File: src/rtl/decode_stage_hz.sv
// ============================================================================
// Module   : decode_stage_hz
// Purpose  : ID stage with control decode, bypassed register file, load-use
//            hazard detection and a saturating stall counter.
// Revision : 1.0 - initial release
// ============================================================================
`default_nettype none

module decode_stage_hz #(
    parameter int DATA_W    = 32,
    parameter int CNT_W     = 16,
    parameter bit HAZARD_EN = 1'b1
) (
    input  logic              clk,
    input  logic              rst_n,
    input  logic [31:0]       if_id_instr,
    input  logic [DATA_W-1:0] if_id_npc,
    input  logic              if_id_valid,
    input  logic [4:0]        mem_wb_rd,
    input  logic              mem_wb_regwrite,
    input  logic [DATA_W-1:0] wb_writedata,
    input  logic              flush,
    output logic [1:0]        wb_ctlout,
    output logic [2:0]        m_ctlout,
    output logic              regdst,
    output logic              alusrc,
    output logic [1:0]        aluop,
    output logic [DATA_W-1:0] npcout,
    output logic [DATA_W-1:0] rdata1out,
    output logic [DATA_W-1:0] rdata2out,
    output logic [DATA_W-1:0] s_extendout,
    output logic [4:0]        instrout_2016,
    output logic [4:0]        instrout_1511,
    output logic              id_ex_valid,
    output logic              pc_write,
    output logic              if_id_write,
    output logic [CNT_W-1:0]  stall_cnt
);

    localparam logic [5:0] c_op_rtype = 6'h00;
    localparam logic [5:0] c_op_lw    = 6'h23;
    localparam logic [5:0] c_op_sw    = 6'h2B;
    localparam logic [5:0] c_op_beq   = 6'h04;

    logic [DATA_W-1:0] regs_q [32];
    logic [DATA_W-1:0] regs_d [32];

    logic [1:0]        wb_ctl_q, wb_ctl_d;
    logic [2:0]        m_ctl_q, m_ctl_d;
    logic              regdst_q, regdst_d;
    logic              alusrc_q, alusrc_d;
    logic [1:0]        aluop_q, aluop_d;
    logic [DATA_W-1:0] npc_q, npc_d;
    logic [DATA_W-1:0] rdata1_q, rdata1_d;
    logic [DATA_W-1:0] rdata2_q, rdata2_d;
    logic [DATA_W-1:0] sext_q, sext_d;
    logic [4:0]        rt_q, rt_d;
    logic [4:0]        rd_q, rd_d;
    logic              valid_q, valid_d;
    logic [CNT_W-1:0]  stall_cnt_q, stall_cnt_d;

    logic [5:0]        w_opcode;
    logic [4:0]        w_rs, w_rt;
    logic [1:0]        w_wb_dec;
    logic [2:0]        w_m_dec;
    logic              w_regdst_dec, w_alusrc_dec;
    logic [1:0]        w_aluop_dec;
    logic [DATA_W-1:0] w_rs_data, w_rt_data;
    logic              w_hz;
    logic              w_bubble;

    assign w_opcode = if_id_instr[31:26];
    assign w_rs     = if_id_instr[25:21];
    assign w_rt     = if_id_instr[20:16];

    always_comb begin
        w_wb_dec     = 2'b00;
        w_m_dec      = 3'b000;
        w_regdst_dec = 1'b0;
        w_aluop_dec  = 2'b00;
        w_alusrc_dec = 1'b0;
        case (w_opcode)
            c_op_rtype: begin
                w_regdst_dec = 1'b1;
                w_aluop_dec  = 2'b10;
                w_wb_dec     = 2'b10;
            end
            c_op_lw: begin
                w_alusrc_dec = 1'b1;
                w_m_dec      = 3'b010;
                w_wb_dec     = 2'b11;
            end
            c_op_sw: begin
                w_alusrc_dec = 1'b1;
                w_m_dec      = 3'b001;
            end
            c_op_beq: begin
                w_aluop_dec  = 2'b01;
                w_m_dec      = 3'b100;
            end
            default: ;
        endcase
    end

    // Writeback in the same cycle is forwarded so ID never sees stale data.
    always_comb begin
        w_rs_data = regs_q[w_rs];
        w_rt_data = regs_q[w_rt];
        if (mem_wb_regwrite && (mem_wb_rd != 5'd0) && (mem_wb_rd == w_rs))
            w_rs_data = wb_writedata;
        if (mem_wb_regwrite && (mem_wb_rd != 5'd0) && (mem_wb_rd == w_rt))
            w_rt_data = wb_writedata;
        if (w_rs == 5'd0)
            w_rs_data = '0;
        if (w_rt == 5'd0)
            w_rt_data = '0;
    end

    assign w_hz = HAZARD_EN && if_id_valid && !flush && valid_q && m_ctl_q[1]
                  && (rt_q != 5'd0) && ((rt_q == w_rs) || (rt_q == w_rt));
    assign w_bubble = flush || w_hz || !if_id_valid;

    always_comb begin
        regs_d = regs_q;
        if (mem_wb_regwrite && (mem_wb_rd != 5'd0))
            regs_d[mem_wb_rd] = wb_writedata;

        wb_ctl_d = '0;
        m_ctl_d  = '0;
        regdst_d = 1'b0;
        alusrc_d = 1'b0;
        aluop_d  = '0;
        npc_d    = '0;
        rdata1_d = '0;
        rdata2_d = '0;
        sext_d   = '0;
        rt_d     = '0;
        rd_d     = '0;
        valid_d  = 1'b0;
        if (!w_bubble) begin
            wb_ctl_d = w_wb_dec;
            m_ctl_d  = w_m_dec;
            regdst_d = w_regdst_dec;
            alusrc_d = w_alusrc_dec;
            aluop_d  = w_aluop_dec;
            npc_d    = if_id_npc;
            rdata1_d = w_rs_data;
            rdata2_d = w_rt_data;
            sext_d   = {{(DATA_W-16){if_id_instr[15]}}, if_id_instr[15:0]};
            rt_d     = if_id_instr[20:16];
            rd_d     = if_id_instr[15:11];
            valid_d  = 1'b1;
        end

        stall_cnt_d = stall_cnt_q;
        if (w_hz && (stall_cnt_q != {CNT_W{1'b1}}))
            stall_cnt_d = stall_cnt_q + {{(CNT_W-1){1'b0}}, 1'b1};
    end

    always_ff @(posedge clk or negedge rst_n) begin
        if (!rst_n) begin
            regs_q      <= '{default: '0};
            wb_ctl_q    <= '0;
            m_ctl_q     <= '0;
            regdst_q    <= 1'b0;
            alusrc_q    <= 1'b0;
            aluop_q     <= '0;
            npc_q       <= '0;
            rdata1_q    <= '0;
            rdata2_q    <= '0;
            sext_q      <= '0;
            rt_q        <= '0;
            rd_q        <= '0;
            valid_q     <= 1'b0;
            stall_cnt_q <= '0;
        end else begin
            regs_q      <= regs_d;
            wb_ctl_q    <= wb_ctl_d;
            m_ctl_q     <= m_ctl_d;
            regdst_q    <= regdst_d;
            alusrc_q    <= alusrc_d;
            aluop_q     <= aluop_d;
            npc_q       <= npc_d;
            rdata1_q    <= rdata1_d;
            rdata2_q    <= rdata2_d;
            sext_q      <= sext_d;
            rt_q        <= rt_d;
            rd_q        <= rd_d;
            valid_q     <= valid_d;
            stall_cnt_q <= stall_cnt_d;
        end
    end

    assign wb_ctlout     = wb_ctl_q;
    assign m_ctlout      = m_ctl_q;
    assign regdst        = regdst_q;
    assign alusrc        = alusrc_q;
    assign aluop         = aluop_q;
    assign npcout        = npc_q;
    assign rdata1out     = rdata1_q;
    assign rdata2out     = rdata2_q;
    assign s_extendout   = sext_q;
    assign instrout_2016 = rt_q;
    assign instrout_1511 = rd_q;
    assign id_ex_valid   = valid_q;
    assign pc_write      = ~w_hz;
    assign if_id_write   = ~w_hz;
    assign stall_cnt     = stall_cnt_q;

endmodule

`default_nettype wire
File: config.mk
export PLATFORM = sky130hd
export DESIGN_NAME = decode_stage_hz
export DESIGN_NICKNAME = d
export VERILOG_FILES = /design/src/rtl/decode_stage_hz.sv
export SDC_FILE = /design/constraint.sdc
export NUM_CORES = 2
export LEC_CHECK = 0
export BUFFER_PORTS_ARGS = -buffer_cell sky130_fd_sc_hd__clkbuf_2
export CORE_MARGIN = 8
export CORE_UTILIZATION = 60
export CTS_CLUSTER_DIAMETER = 50
export DETAILED_ROUTE_END_ITERATION = 8
export PLACE_DENSITY = 0.78
export SLEW_MARGIN = 40
export SYNTH_ARGS = -nofsm -noshare
export SYNTH_HDL_FRONTEND = slang
export SYNTH_SLANG_ARGS = --single-unit
File: constraint.sdc
create_clock -name clk -period 3.6 [get_ports clk]
set_input_delay 0.9 -clock clk [delete_from_list [all_inputs] [get_ports clk]]
set_output_delay 0.9 -clock clk [all_outputs]
set_load 0.005 [all_outputs]
==> key figures <==
Run status
  – Status: complete, no violations

Synth
  – Syn_nets: between 4000 and 5000
  – Sequential share of the synthesized area: ~48%
  – Ys async rst share: 100%
  – Netlist cell types: 55
  – Yosys Warn Count: 0
  – Top FF cell, synth: dfrtp_1
  – Syn avg cell area: between 10 and 15 um2
  – Synthesized cell area: 60100 um2
  – Post-Syn Instances: ~4200
  – Synthesized flop and latch total: 1165
  – EDFF count, synth: 0

Worst setup path
  – Crit-path max cell delay: between 0.4 and 0.5 ns
  – CP max stage cell: dfrtp_1
  – Setup CP Type: flip-flop to output port
  – Worst Path Required: approximately 2.7 ns
  – Critical Path AT: approximately 2 ns
  – Worst Path Max Fanout: 4
  – Worst setup SP type: flip-flop
  – CP endpoint kind: output port
  – CP bufs+invs: 2
  – CP Cell Sequence: xnor2_1 -> nand3_1 -> o22ai_1 -> and2_1 -> inv_4 -> clkbuf_2
  – Kind of cell adding the most delay to the critical path: flip-flops

Placed design
  – DPL Wire Length: approximately 110000 um
  – GPL Wtd Cong: ~0.89
  – Inst Count DP: ~5500
  – Port-buffer cells: around 270

Cells and area
  – Fin nets: 4463
  – Commonest non-fill, non-tap cell in the layout: dfrtp_1
  – # fillers: a little under 7000
  – Post-Route Utilization: 67.8%
  – Final Non-Filler Cells: ~5800
  – Layout cells sized above 1: roughly 46%
  – Layout area overhead: 12.3%
  – Most frequent cells in the layout: dfrtp_1 (1165), mux2_2 (867), mux4_2 (385)

Timing
  – Worst clock skew: 0.0272 ns
  – Final setup viols: 0
  – Worst-margin pin slew: roughly 0.84 ns
  – Fin. max-slew vios: 0
  – Total negative slack: 0 ns
  – Crit share post-route: 81.4%
  – RSZ-0062 raised after global routing: false
  – Achievable Freq: ~340 MHz
  – Fin crit period: around 2.9 ns
  – Relative slew margins: 44.0%
  – Endpoints failing hold: 0

CTS
  – Cts hold-fix bufs: 0
  – CTS tree: yes
  – H-tree depth: 4
  – Post-CTS Setup Repair Bufs: 0
  – Worst-path clk slew: approximately 0.060 ns
  – Post-CTS sizing: 0
  – CTS Buf Count: ~140
  – Num Clock Sinks: roughly 1200
  – Root buf cell: clkbuf_16
  – Maximum root-to-sink buffer count: 3
  – Worst skew pair latency: between 0.7 and 0.8 ns

Detailed routing
  – DR vias/cell: between 6 and 7
  – DRT iter0 DRCs: about 4200
  – Routed wire length: 177000 um
  – DR vias: around 40000
  – Wire per inst: about 31 um
  – DR DRC count: 0
  – Drt pass-1 iters: 6
  – Remaining antenna violation count: 0

Power
  – Max IR drop VDD: 0.442 mV
  – Static Leakage: between 30 and 40 nW
  – Pwr dens: 555 nW/um2

Die
  – Die Ht: 333 um
  – Row Count: approximately 120
  – Core area: about 100000 um2
  – Starting Density: 60.3%
  – I/O pin total: ~270
  – Area of the die: roughly 110000 um2
  – Die Width: 333 um

Global routing
  – Largest net degree at the start of global routing: between 100 and 150
  – Gr usage total: about a third
  – First-pass GRT wire length: roughly 270000 um
  – Number of global-route vias before repair: around 42000
  – GRT overflow: 0
  – Antenna violations before repair: 9

Hold path
  – HP Class: input pin to async pin

Flow run
  – Max-Cap Viols: 0
[cells by family after synthesis]
family / synth area share [%]
muxes: 38.3
DFF: 48.5
and+or+nand+nor: 4.97
buffers and inverters: 4.09
AOI/OAI and AO/OA: 3.64
xor gates and xnor gates: 0.510
adders and majority gates: 0.0208
[metal layers]
layer	track usage, %	wire length (um)
met1	42.9	69800
met5	0	35
met4	13.7	7840
met3	8.43	17200
met2	48.6	81800
[final timing paths]
path                                       startpoint                      end  slack, ns  depth (start not counted)
setup / recovery           instrout_2016[4]$_DFF_PN0_              if_id_write       0.67                          6
hold / removal                                  rst_n  regs_q[445]$_DFFE_PN0P_       0.23                          1
setup reg to reg           instrout_2016[4]$_DFF_PN0_  rdata2out[26]$_DFF_PN0_       1.06                         10
hold reg to reg               regs_q[996]$_DFFE_PN0P_  regs_q[996]$_DFFE_PN0P_       0.40                          0
max in group asynchronous                       rst_n  regs_q[139]$_DFFE_PN0P_       2.29                          2
min in group clk                         if_id_npc[0]      npcout[0]$_DFF_PN0_       0.36                          2
[where the power goes]
group	switching (W)	total (W)	internal (W)
combinational	0.00280	0.00671	0.00391
sequential	0.00168	0.0170	0.0154
clock	0.00563	0.0137	0.00809
[stage by stage]
step	hold WS, ns	power [W]	area, um2	setup slack [ns]
after floorplan	0.445	0.0217	60100	0.877
after global placement	0.384	0.0234	63000	0.430
after detailed placement	0.388	0.0238	63000	0.410
after CTS	0.215	0.0375	67500	0.627
after global routing	0.229	0.0389	67500	0.584
final	0.226	0.0375	67600	0.670
[cell type report]
cell class / instances / area (um2) / share of cell area [%]
Clock inverter: 50 / 477 / 0.706
Clock buffer: 193 / 4010 / 5.93
Antenna cell: 5 / 12.5 / 0.0185
Sequential cell: 1165 / 29200 / 43.2
Timing Repair Buffer: 449 / 3470 / 5.13
Multi-Input combinational cell: 2600 / 28800 / 42.6
Inverter: 5 / 23.8 / 0.0352
Tap cell: 1298 / 1620 / 2.40
[state kept, by name (all words and copies together), names as in the netlist]
signal         count
instrout_2016      5
rdata2out         32
m_ctlout           3
rdata1out         32
regs_q          1024
s_extendout       12
npcout            32
id_ex_valid        1
aluop              2
stall_cnt         16
alusrc             1
wb_ctlout          1
instrout_1511      4
[synth_stat cells, types with 2 or more instances]
cell type / instances / area [um2]
dfrtp_1: 1165 / 29200
mux2_2: 867 / 9760
mux4_2: 385 / 8670
mux2i_1: 318 / 3180
a22oi_1: 218 / 1640
clkbuf_1: 204 / 766
nor2_1: 146 / 548
nand3_1: 138 / 691
mux2_1: 126 / 1420
buf_2: 115 / 576
buf_4: 102 / 766
nand2_1: 59 / 221
and2_1: 57 / 357
nor3_2: 57 / 571
buf_1: 42 / 158
o21ai_0: 42 / 210
a21oi_1: 35 / 175
xnor2_1: 33 / 289
o21ai_1: 19 / 95.1
buf_6: 15 / 169
nor3_1: 14 / 70.1
and3_1: 12 / 75.1
nand4_1: 12 / 75.1
nor4_1: 7 / 43.8
nand3b_1: 6 / 45.0
nor2b_1: 5 / 31.3
nor3b_1: 5 / 37.5
and4_1: 4 / 35.0
nand2b_1: 4 / 25.0
nor2_2: 4 / 25.0
a32oi_1: 2 / 17.5
and3b_1: 2 / 17.5
inv_1: 2 / 7.51
inv_4: 2 / 12.5
nor4b_1: 2 / 17.5
o21ai_2: 2 / 17.5
xor2_1: 2 / 17.5
(Power assumes the default switching activity.)
